`src/rtl/seq_pattern_tx.sv`:
```
// Serial frame transmitter for the consecutive-ones detector, also producing the
// expected detector hit count. Define SEQ_TX_LSB_FIRST_EN to shift frames LSB first.
module seq_pattern_tx #(
  parameter int WIDTH      = 8,
  parameter bit IDLE_LEVEL = 1'b0
) (
  input  logic                       clock,
  input  logic                       resetn,
  input  logic                       start,
  input  logic [WIDTH-1:0]           data,
  output logic                       ready,
  output logic                       w,
  output logic                       w_valid,
  output logic                       done,
  output logic [$clog2(WIDTH+1)-1:0] exp_hits
);

  localparam int CW = $clog2(WIDTH+1);

  typedef enum logic [1:0] {
    S_IDLE  = 2'b00,
    S_SHIFT = 2'b01,
    S_DONE  = 2'b10
  } state_t;

  state_t           state_q, state_d;
  logic [WIDTH-1:0] shreg_q, shreg_d;
  logic [CW-1:0]    bitcnt_q, bitcnt_d;
  logic [CW-1:0]    exp_hits_q, exp_hits_d;
  logic             prev_q, prev_d;
  logic             ready_q, ready_d;
  logic             w_q, w_d;
  logic             w_valid_q, w_valid_d;
  logic             done_q, done_d;

  logic             first_bit;
  logic             next_bit;
  logic [WIDTH-1:0] load_shifted;
  logic [WIDTH-1:0] shreg_shifted;

  // The accepting edge already drives bit 0, so the register holds the remainder.
`ifdef SEQ_TX_LSB_FIRST_EN
  assign first_bit     = data[0];
  assign next_bit      = shreg_q[0];
  assign load_shifted  = {1'b0, data[WIDTH-1:1]};
  assign shreg_shifted = {1'b0, shreg_q[WIDTH-1:1]};
`else
  assign first_bit     = data[WIDTH-1];
  assign next_bit      = shreg_q[WIDTH-1];
  assign load_shifted  = {data[WIDTH-2:0], 1'b0};
  assign shreg_shifted = {shreg_q[WIDTH-2:0], 1'b0};
`endif

  always_comb begin
    state_d    = state_q;
    shreg_d    = shreg_q;
    bitcnt_d   = bitcnt_q;
    exp_hits_d = exp_hits_q;
    prev_d     = prev_q;
    ready_d    = ready_q;
    w_d        = w_q;
    w_valid_d  = w_valid_q;
    done_d     = done_q;

    case (state_q)
      S_IDLE: begin
        ready_d   = 1'b1;
        w_d       = IDLE_LEVEL;
        w_valid_d = 1'b0;
        done_d    = 1'b0;
        if (start) begin
          state_d    = S_SHIFT;
          shreg_d    = load_shifted;
          bitcnt_d   = '0;
          w_d        = first_bit;
          w_valid_d  = 1'b1;
          prev_d     = first_bit;
          ready_d    = 1'b0;
          // The idle level acts as the bit preceding the frame.
          exp_hits_d = CW'(first_bit & IDLE_LEVEL);
        end
      end

      S_SHIFT: begin
        if (bitcnt_q == CW'(WIDTH - 1)) begin
          state_d   = S_DONE;
          w_d       = IDLE_LEVEL;
          w_valid_d = 1'b0;
          done_d    = 1'b1;
          ready_d   = 1'b0;
        end else begin
          shreg_d   = shreg_shifted;
          bitcnt_d  = bitcnt_q + CW'(1);
          w_d       = next_bit;
          w_valid_d = 1'b1;
          prev_d    = next_bit;
          if (next_bit && prev_q) begin
            exp_hits_d = exp_hits_q + CW'(1);
          end
        end
      end

      S_DONE: begin
        state_d   = S_IDLE;
        ready_d   = 1'b1;
        done_d    = 1'b0;
        w_d       = IDLE_LEVEL;
        w_valid_d = 1'b0;
      end

      default: begin
        state_d   = S_IDLE;
        ready_d   = 1'b1;
        done_d    = 1'b0;
        w_d       = IDLE_LEVEL;
        w_valid_d = 1'b0;
      end
    endcase
  end

  always_ff @(posedge clock or negedge resetn) begin
    if (!resetn) begin
      state_q    <= S_IDLE;
      shreg_q    <= '0;
      bitcnt_q   <= '0;
      exp_hits_q <= '0;
      prev_q     <= IDLE_LEVEL;
      ready_q    <= 1'b1;
      w_q        <= IDLE_LEVEL;
      w_valid_q  <= 1'b0;
      done_q     <= 1'b0;
    end else begin
      state_q    <= state_d;
      shreg_q    <= shreg_d;
      bitcnt_q   <= bitcnt_d;
      exp_hits_q <= exp_hits_d;
      prev_q     <= prev_d;
      ready_q    <= ready_d;
      w_q        <= w_d;
      w_valid_q  <= w_valid_d;
      done_q     <= done_d;
    end
  end

  assign ready    = ready_q;
  assign w        = w_q;
  assign w_valid  = w_valid_q;
  assign done     = done_q;
  assign exp_hits = exp_hits_q;

endmodule

```
`config.mk`:
```
export PLATFORM = sky130hd
export DESIGN_NAME = seq_pattern_tx
export DESIGN_NICKNAME = d
export VERILOG_FILES = /design/src/rtl/seq_pattern_tx.sv
export SDC_FILE = /design/constraint.sdc
export NUM_CORES = 1
export LEC_CHECK = 0
export BUFFER_PORTS_ARGS = -buffer_cell sky130_fd_sc_hd__buf_2
export CORE_MARGIN = 2
export CORE_UTILIZATION = 50
export CTS_BUF_LIST = sky130_fd_sc_hd__clkbuf_2
export DETAILED_ROUTE_END_ITERATION = 6
export MAX_ROUTING_LAYER = met4
export PLACE_DENSITY = 0.75
export REMOVE_ABC_BUFFERS = 1
export SYNTH_ARGS = -nofsm -noshare
export SYNTH_HDL_FRONTEND = slang
export SYNTH_SLANG_ARGS = --single-unit
```
`constraint.sdc`:
```
create_clock -name clock -period 1.59 [get_ports clock]
set_input_delay 0.159 -clock clock [delete_from_list [all_inputs] [get_ports clock]]
set_output_delay 0.159 -clock clock [all_outputs]
set_load 0.01 [all_outputs]
```
==> metrics.yaml, run 1 <==
outcome: "complete, no violations"
cpMaxStageDelayCell: "dfrtp_1"
crit_path_max_incr_delay_ps: 450
synth_cells: 90
critPathBufInv: 0
dr.first_iter.drc_count: 18
slew_viol_final: 0
rows: 17
dieHeight_um: 52.1
timing.slew.headroom: 0.677
rsz0062_at_grt: "no"
drc_errors: 0
avgSynthCellArea_um2: 12.8
finalPower_uw: 2750
async_reset_ff_frac: 1.00
crit_path_max_fanout: 8
cts_sinks: 22
cts.root.buffer_cell: "clkbuf_2"
maxCapViolCount: 0
tns_ps: 0
clk_latency_ps: 350
fin_crit_sh: 0.958
grt_max_degree: 23
crit_family: "simple AND/OR/NAND/NOR gates"
worst_hold_path_type: "in2reg"
antenna_found_initial: 0
ios: 19
final_cell_mix: "dfrtp_1 (21), buf_2 (18), mux2_4 (12)"
cp_data_required_time_ps: 1860
dp_hpwl_um: 1470
finalWeightedCongestion: 0.822
die_x_um: 52.1
p_leak_uw: 0.000671
period_minus_slack_ps: 1520
routed_wl_um: 2140
synth-seq-cells: 22
worst_setup_path_end_kind: "register"
setup_viol: 0
die_area_mm2: 0.00271
reg2reg_slack_ps: 70
clk_pin_slew_ps: 210
finClkSkew_ps: 3.55
numPortBuffers: 18
yosysSeqAreaShare: 0.477
peakVddDrop_mv: 1.10
drtPass1Iterations: 4
cts_tree: "done"
grtUsageTotal: 0.192
numCtsBuffers: 3
avgRoutedWirePerCell_um: 14.9
ys.warnings.count: 0
cts_max_path_buffers: 2
fmax_mhz: 656
ys_types: 33
antennaDiodeCount: 0
hold_viol_final: 0
synth_ff_type: "dfrtp_1"
fin_nets: 130
grt-ovfl-total: 0
drive_above_1_share: 0.414
worst_pin_slew_ps: 484
vias_per_cell: 5.47
grt_pass1_vias: 761
h-tree-depth: 1
startpoint_type: "register"
worstSetupPathType: "reg2reg"
drtAntennaViolNets: 0
grt_pass1_wl_um: 3640
p_per_area_mw_per_mm2: 2070
vias: 788
core_area_mm2: 0.00219
path_cells: "ha_2 -> and4b_2 -> nor2_8 -> mux2_4"
arrival_ps: 1790
syn_area_mm2: 0.00116
synth_edf_count: 0
start_util: 0.528
mostFrequentLayoutCell: "dfrtp_1"
syn2layout_area_growth_pct: 14.6
-- where the power goes --
group | switching (uW) | internal [uW] | total, uW
Sequential | 187 | 818 | 1000
Clock | 183 | 54.6 | 238
Combinational | 662 | 843 | 1510
Total | 1030 | 1720 | 2750
-- registers in the layout, indices dropped and copies added (netlist names) --
name	flops
prev_q	1
ready	1
w_valid	1
w	1
done	1
exp_hits	4
state_q	2
shreg_q	7
bitcnt_q	4
-- logic make-up (layout without fill, tap and decap cells) --
| kind of cell | Yosys count | in the layout | synth area share |
|---|---|---|---|
| and+or+nand+nor | 25 | 25 | 0.144 |
| AOI/OAI and AO/OA | 18 | 18 | 0.127 |
| DFF | 22 | 22 | 0.477 |
| muxes | 15 | 15 | 0.182 |
| buffers and inverters | 8 | 34 | 0.0487 |
| adders and majority gates | 2 | 2 | 0.0216 |
-- worst reg2reg max path, cell delays in order (launching register included) --
cell and delay (ps):
dfrtp_1 450, ha_2 180, and4b_2 300, nor2_8 190, mux2_4 320
-- area by class of cell --
type	count	area [um^2]
tap	28	35.0
clock buffer	3	15.0
multi-input combinational	60	552
clock inverter	1	3.75
fill	181	866
sequential	22	552
inverter	4	15.0
timing repair buffer	26	153
-- routing by layer --
layer / GRT usage / share of wire / vias to the layer above
met3: 0.0345 / 0.035 / 5
met1: 0.250 / 0.47 / 391
met2: 0.289 / 0.47 / 17
li1: - / - / 375
met5: - / 0 / -
met4: 0.0921 / 0.020 / 0
-- synthesized netlist by cell type (2+ instances only) --
library cell	instances	area share
inv_1	4	0.013
a41oi_1	2	0.015
dfrtp_1	21	0.45
ha_1	2	0.022
o21ai_0	5	0.022
and2_1	3	0.016
nand2_1	6	0.019
mux2_4	12	0.16
mux2i_1	3	0.026
a31oi_1	3	0.016
nand3_1	4	0.017
nand3b_1	2	0.013
buf_6	3	0.029
-- metrics by stage --
step	cell area, um^2	util	instances	hold WS, ps	worst slack [ps]
final	1330	0.605	144	116	66.3
after global routing	1330	0.605	144	138	6.47
after detailed placement	1280	0.583	137	147	16.1
after floorplan	1110	-	86	-137	-38.3
after CTS	1320	0.604	144	122	16.6
after global placement	1280	0.583	137	145	71.6
-- repair_timing --
| item | in CTS | in global routing |
|---|---|---|
| hold endpoints to repair | 21 | 0 |
| pin swaps | 1 | 2 |
| setup buffers | 2 | 0 |
| endpoints found under the setup margin | 3 | 8 |
| hold buffers | 1 | 0 |
| gates resized for setup | 1 | 2 |
-- path summary, 6_finish.rpt --
| kind | cells after the start | from | end |
|---|---|---|---|
| min reg2reg | 1 | exp_hits[3] | exp_hits[3] |
| min | 3 | data[0] | shreg_q[1] |
| min in group asynchronous | 2 | resetn | shreg_q[5] |
| max reg2reg | 4 | bitcnt_q[1] | shreg_q[5] |
| max | 4 | bitcnt_q[1] | shreg_q[5] |
| max in group asynchronous | 2 | resetn | ready |
Note: power is estimated with default switching activity, not from simulation.
==> run 2: changes to the inputs <==
--- a/config.mk
+++ b/config.mk
@@ -6,12 +6,13 @@
 export NUM_CORES = 1
 export LEC_CHECK = 0
 export BUFFER_PORTS_ARGS = -buffer_cell sky130_fd_sc_hd__buf_2
-export CORE_MARGIN = 2
+export CORE_MARGIN = 3
 export CORE_UTILIZATION = 50
 export CTS_BUF_LIST = sky130_fd_sc_hd__clkbuf_2
 export DETAILED_ROUTE_END_ITERATION = 6
 export MAX_ROUTING_LAYER = met4
 export PLACE_DENSITY = 0.75
+export RECOVER_POWER = 50
 export REMOVE_ABC_BUFFERS = 1
 export SYNTH_ARGS = -nofsm -noshare
 export SYNTH_HDL_FRONTEND = slang
==> run 2 against run 1 <==
Net effect: the flow now finishes with violations (negative setup slack); sequential share of layout area is 2.4 points lower; via count is 2.4% higher; sequential cell count stayed put; final cell count is 4.2% higher; non-clock buffer count is 7 higher; sequential power hardly changed; total power is 12% higher; fmax is 4.5% lower; core utilization is 7.0 points higher; largest power group unchanged.
==> metrics.yaml, run 2 (synthesis results as in run 1) <==
final_cell_mix: "dfrtp_1 (21), buf_2 (17), buf_4 (13)"
die_area_mm2: 0.00293  # +7.8%
arrival_ps: 1870  # +80 ps
grt_pass1_wl_um: 3510  # -3.8%
fin_util: 0.675  # +0.0701
cts_tree: "done"
routed_wl_um: 2300  # +7.1%
finalWeightedCongestion: 0.834  # +1.5%
hold_viol_final: 0  # unchanged
grt_max_degree: 23  # unchanged
worstReg2RegStart: "bitcnt_q[0]"
core_area_mm2: 0.00208  # -5.0%
worstSetupPathType: "reg2reg"
combPwrFrac: 0.543  # -0.005
regMostFlops: "shreg_q"
drive_above_1_share: 0.447  # +0.0334
rr_endpoint: "shreg_q[6]"
finalWorstSetupSlack_ps: -5.63  # -71.9 ps
antennaDiodeCount: 0  # unchanged
dieHeight_um: 54.1  # +3.8%
die_x_um: 54.1  # +3.8%
cellInternalPower_uw: 2000  # +16%
maxCapViolCount: 0  # unchanged
p_per_area_mw_per_mm2: 2190  # +5.5%
vias: 807  # +2.4%
setup_viol: 1  # +1
fin_nets: 137  # +5.4%
endpoint: "shreg_q[6]"
grt-ovfl-total: 0  # unchanged
clk_latency_ps: 350  # about the same
reg2reg_slack_ps: -6  # -70 ps
drc_errors: 0  # unchanged
cts_max_path_buffers: 2  # unchanged
peakVddDrop_mv: 1.28  # +16%
outcome: "complete, but fails checks"
vias_per_cell: 5.38  # -1.7%
finClkSkew_ps: 16.5  # +13.0 ps
worst_pin_slew_ps: 1190  # +705 ps
crit_path_max_fanout: 5  # -3
slew_viol_final: 0  # unchanged
fillers: 153  # -15%
mostFrequentLayoutCell: "dfrtp_1"
drtAntennaViolNets: 0  # unchanged
timing.slew.headroom: 0.208  # -0.470
numPortBuffers: 18  # unchanged
cp_data_required_time_ps: 1860  # about the same
numCtsBuffers: 3  # unchanged
p_seq_frac: 0.328  # -0.038
cts_sinks: 22  # unchanged
place_area_mm2: 0.00128  # about the same
start_util: 0.555  # +0.0276
crit_start: "bitcnt_q[0]"
antenna_found_initial: 0  # unchanged
fmax_mhz: 627  # -4.5%
stdcell_area_mm2: 0.00141  # +6.0%
startpoint_type: "register"
fin_crit_sh: 1.00  # +0.0452
largest_reg_flops: 7  # unchanged
avgRoutedWirePerCell_um: 15.3  # +2.9%
clk_pin_slew_ps: 220  # about the same
switching_power_uw: 1080  # +4.3%
rows: 16  # -1
worst_hold_path_type: "in2reg"
h-tree-depth: 1  # unchanged
ios: 19  # unchanged
drtPass1Iterations: 4  # unchanged
violations: "negative setup slack"
cts.root.buffer_cell: "clkbuf_2"
sw_frac_of_total: 0.350  # -0.0254
rsz0062_at_grt: "yes"
period_minus_slack_ps: 1600  # +71.9 ps
dp_hpwl_um: 1480  # +0.95%
ff2ff_path_depth: 5  # +1
syn2layout_area_growth_pct: 21.5
dr.first_iter.drc_count: 11  # -7
p_leak_uw: 0.000714  # +6.4%
grt_pass1_vias: 776  # +2.0%
p_clk_frac: 0.129  # +0.043
grtUsageTotal: 0.173  # -0.0192
worst_setup_path_end_kind: "register"
==> run 2: cell types whose count changed in the layout (fill, tap and decap cells not counted) <==
| cell | before | now |
|---|---|---|
| o21ai_1 | 1 | 2 |
| clkinv_1 | 1 | 0 |
| o21ai_0 | 4 | 3 |
| clkbuf_1 | 0 | 1 |
| buf_4 | 7 | 13 |
| buf_2 | 18 | 17 |
| bufinv_16 | 0 | 1 |
| buf_6 | 0 | 1 |
==> run 2: area by class of cell <==
type	instances	area, um^2	share of cell area
repair buffers	33	208	0.148
well taps	27	33.8	0.0240
flip-flops and latches	22	552	0.393
multi-input cells	60	552	0.393
clock buffers	3	15.0	0.0107
clock inverters	1	30.0	0.0214
inverters	4	15.0	0.0107
==> run 2: power groups by stage <==
| stage | Clock [uW] | Sequential, uW | Combinational (uW) |
|---|---|---|---|
| after detailed placement | 0 | 1010 | 1450 |
| after global placement | 0 | 1000 | 1420 |
| after global routing | 428 | 1050 | 1830 |
| after floorplan | 0 | 1040 | 1020 |
| after CTS | 405 | 1000 | 1460 |
| final | 397 | 1010 | 1670 |
==> run 2: worst min-delay path by stage <==
stage / startpoint / endpoint / slack, ps / depth (start not counted)
final: data[0] / shreg_q[1] / 110 / 3
after global routing: data[0] / shreg_q[1] / 120 / 3
after CTS: data[0] / shreg_q[1] / 110 / 3
after detailed placement: resetn / shreg_q[1] / 150 / 1
after global placement: resetn / shreg_q[1] / 150 / 1
after floorplan: resetn / bitcnt_q[0] / -140 / 0
==> run 2: layer usage <==
metal / track usage / wire, um / vias to the layer above
met1: 0.213 / 1050 / 396
met4: 0.0747 / 44 / 0
met2: 0.274 / 1130 / 16
li1: - / - / 390
met5: - / 0 / -
met3: 0.0332 / 79 / 5
==> run 2: what timing repair did <==
action                     in CTS  in global routing
setup endpoints to repair       1                 12
buffers inserted                0                  9
pin swaps                       0                  1
hold endpoints to repair       21                  0
hold buffers                    1                  0
gates resized for setup         1                  6
==> run 2: critical path, cell delays in order, from the launching register on <==
cell,delay [ps]
dfrtp_1,450
ha_2,200
and4b_2,310
nor2_8,130
buf_6,140
mux2_4,300
==> run 2: per-stage QoR <==
step / std cells / setup WS [ps] / TNS [ps] / power, uW / hold slack [ps]
floorplan: 86 / -38.3 / -230 / 2070 / -137
global placement: 136 / 68.3 / 0 / 2420 / 146
detailed placement: 136 / 18.0 / 0 / 2460 / 154
CTS: 141 / 0.547 / 0 / 2870 / 107
finish: 150 / -5.63 / -5.63 / 3070 / 112
global route: 150 / -60.3 / -371 / 3310 / 124
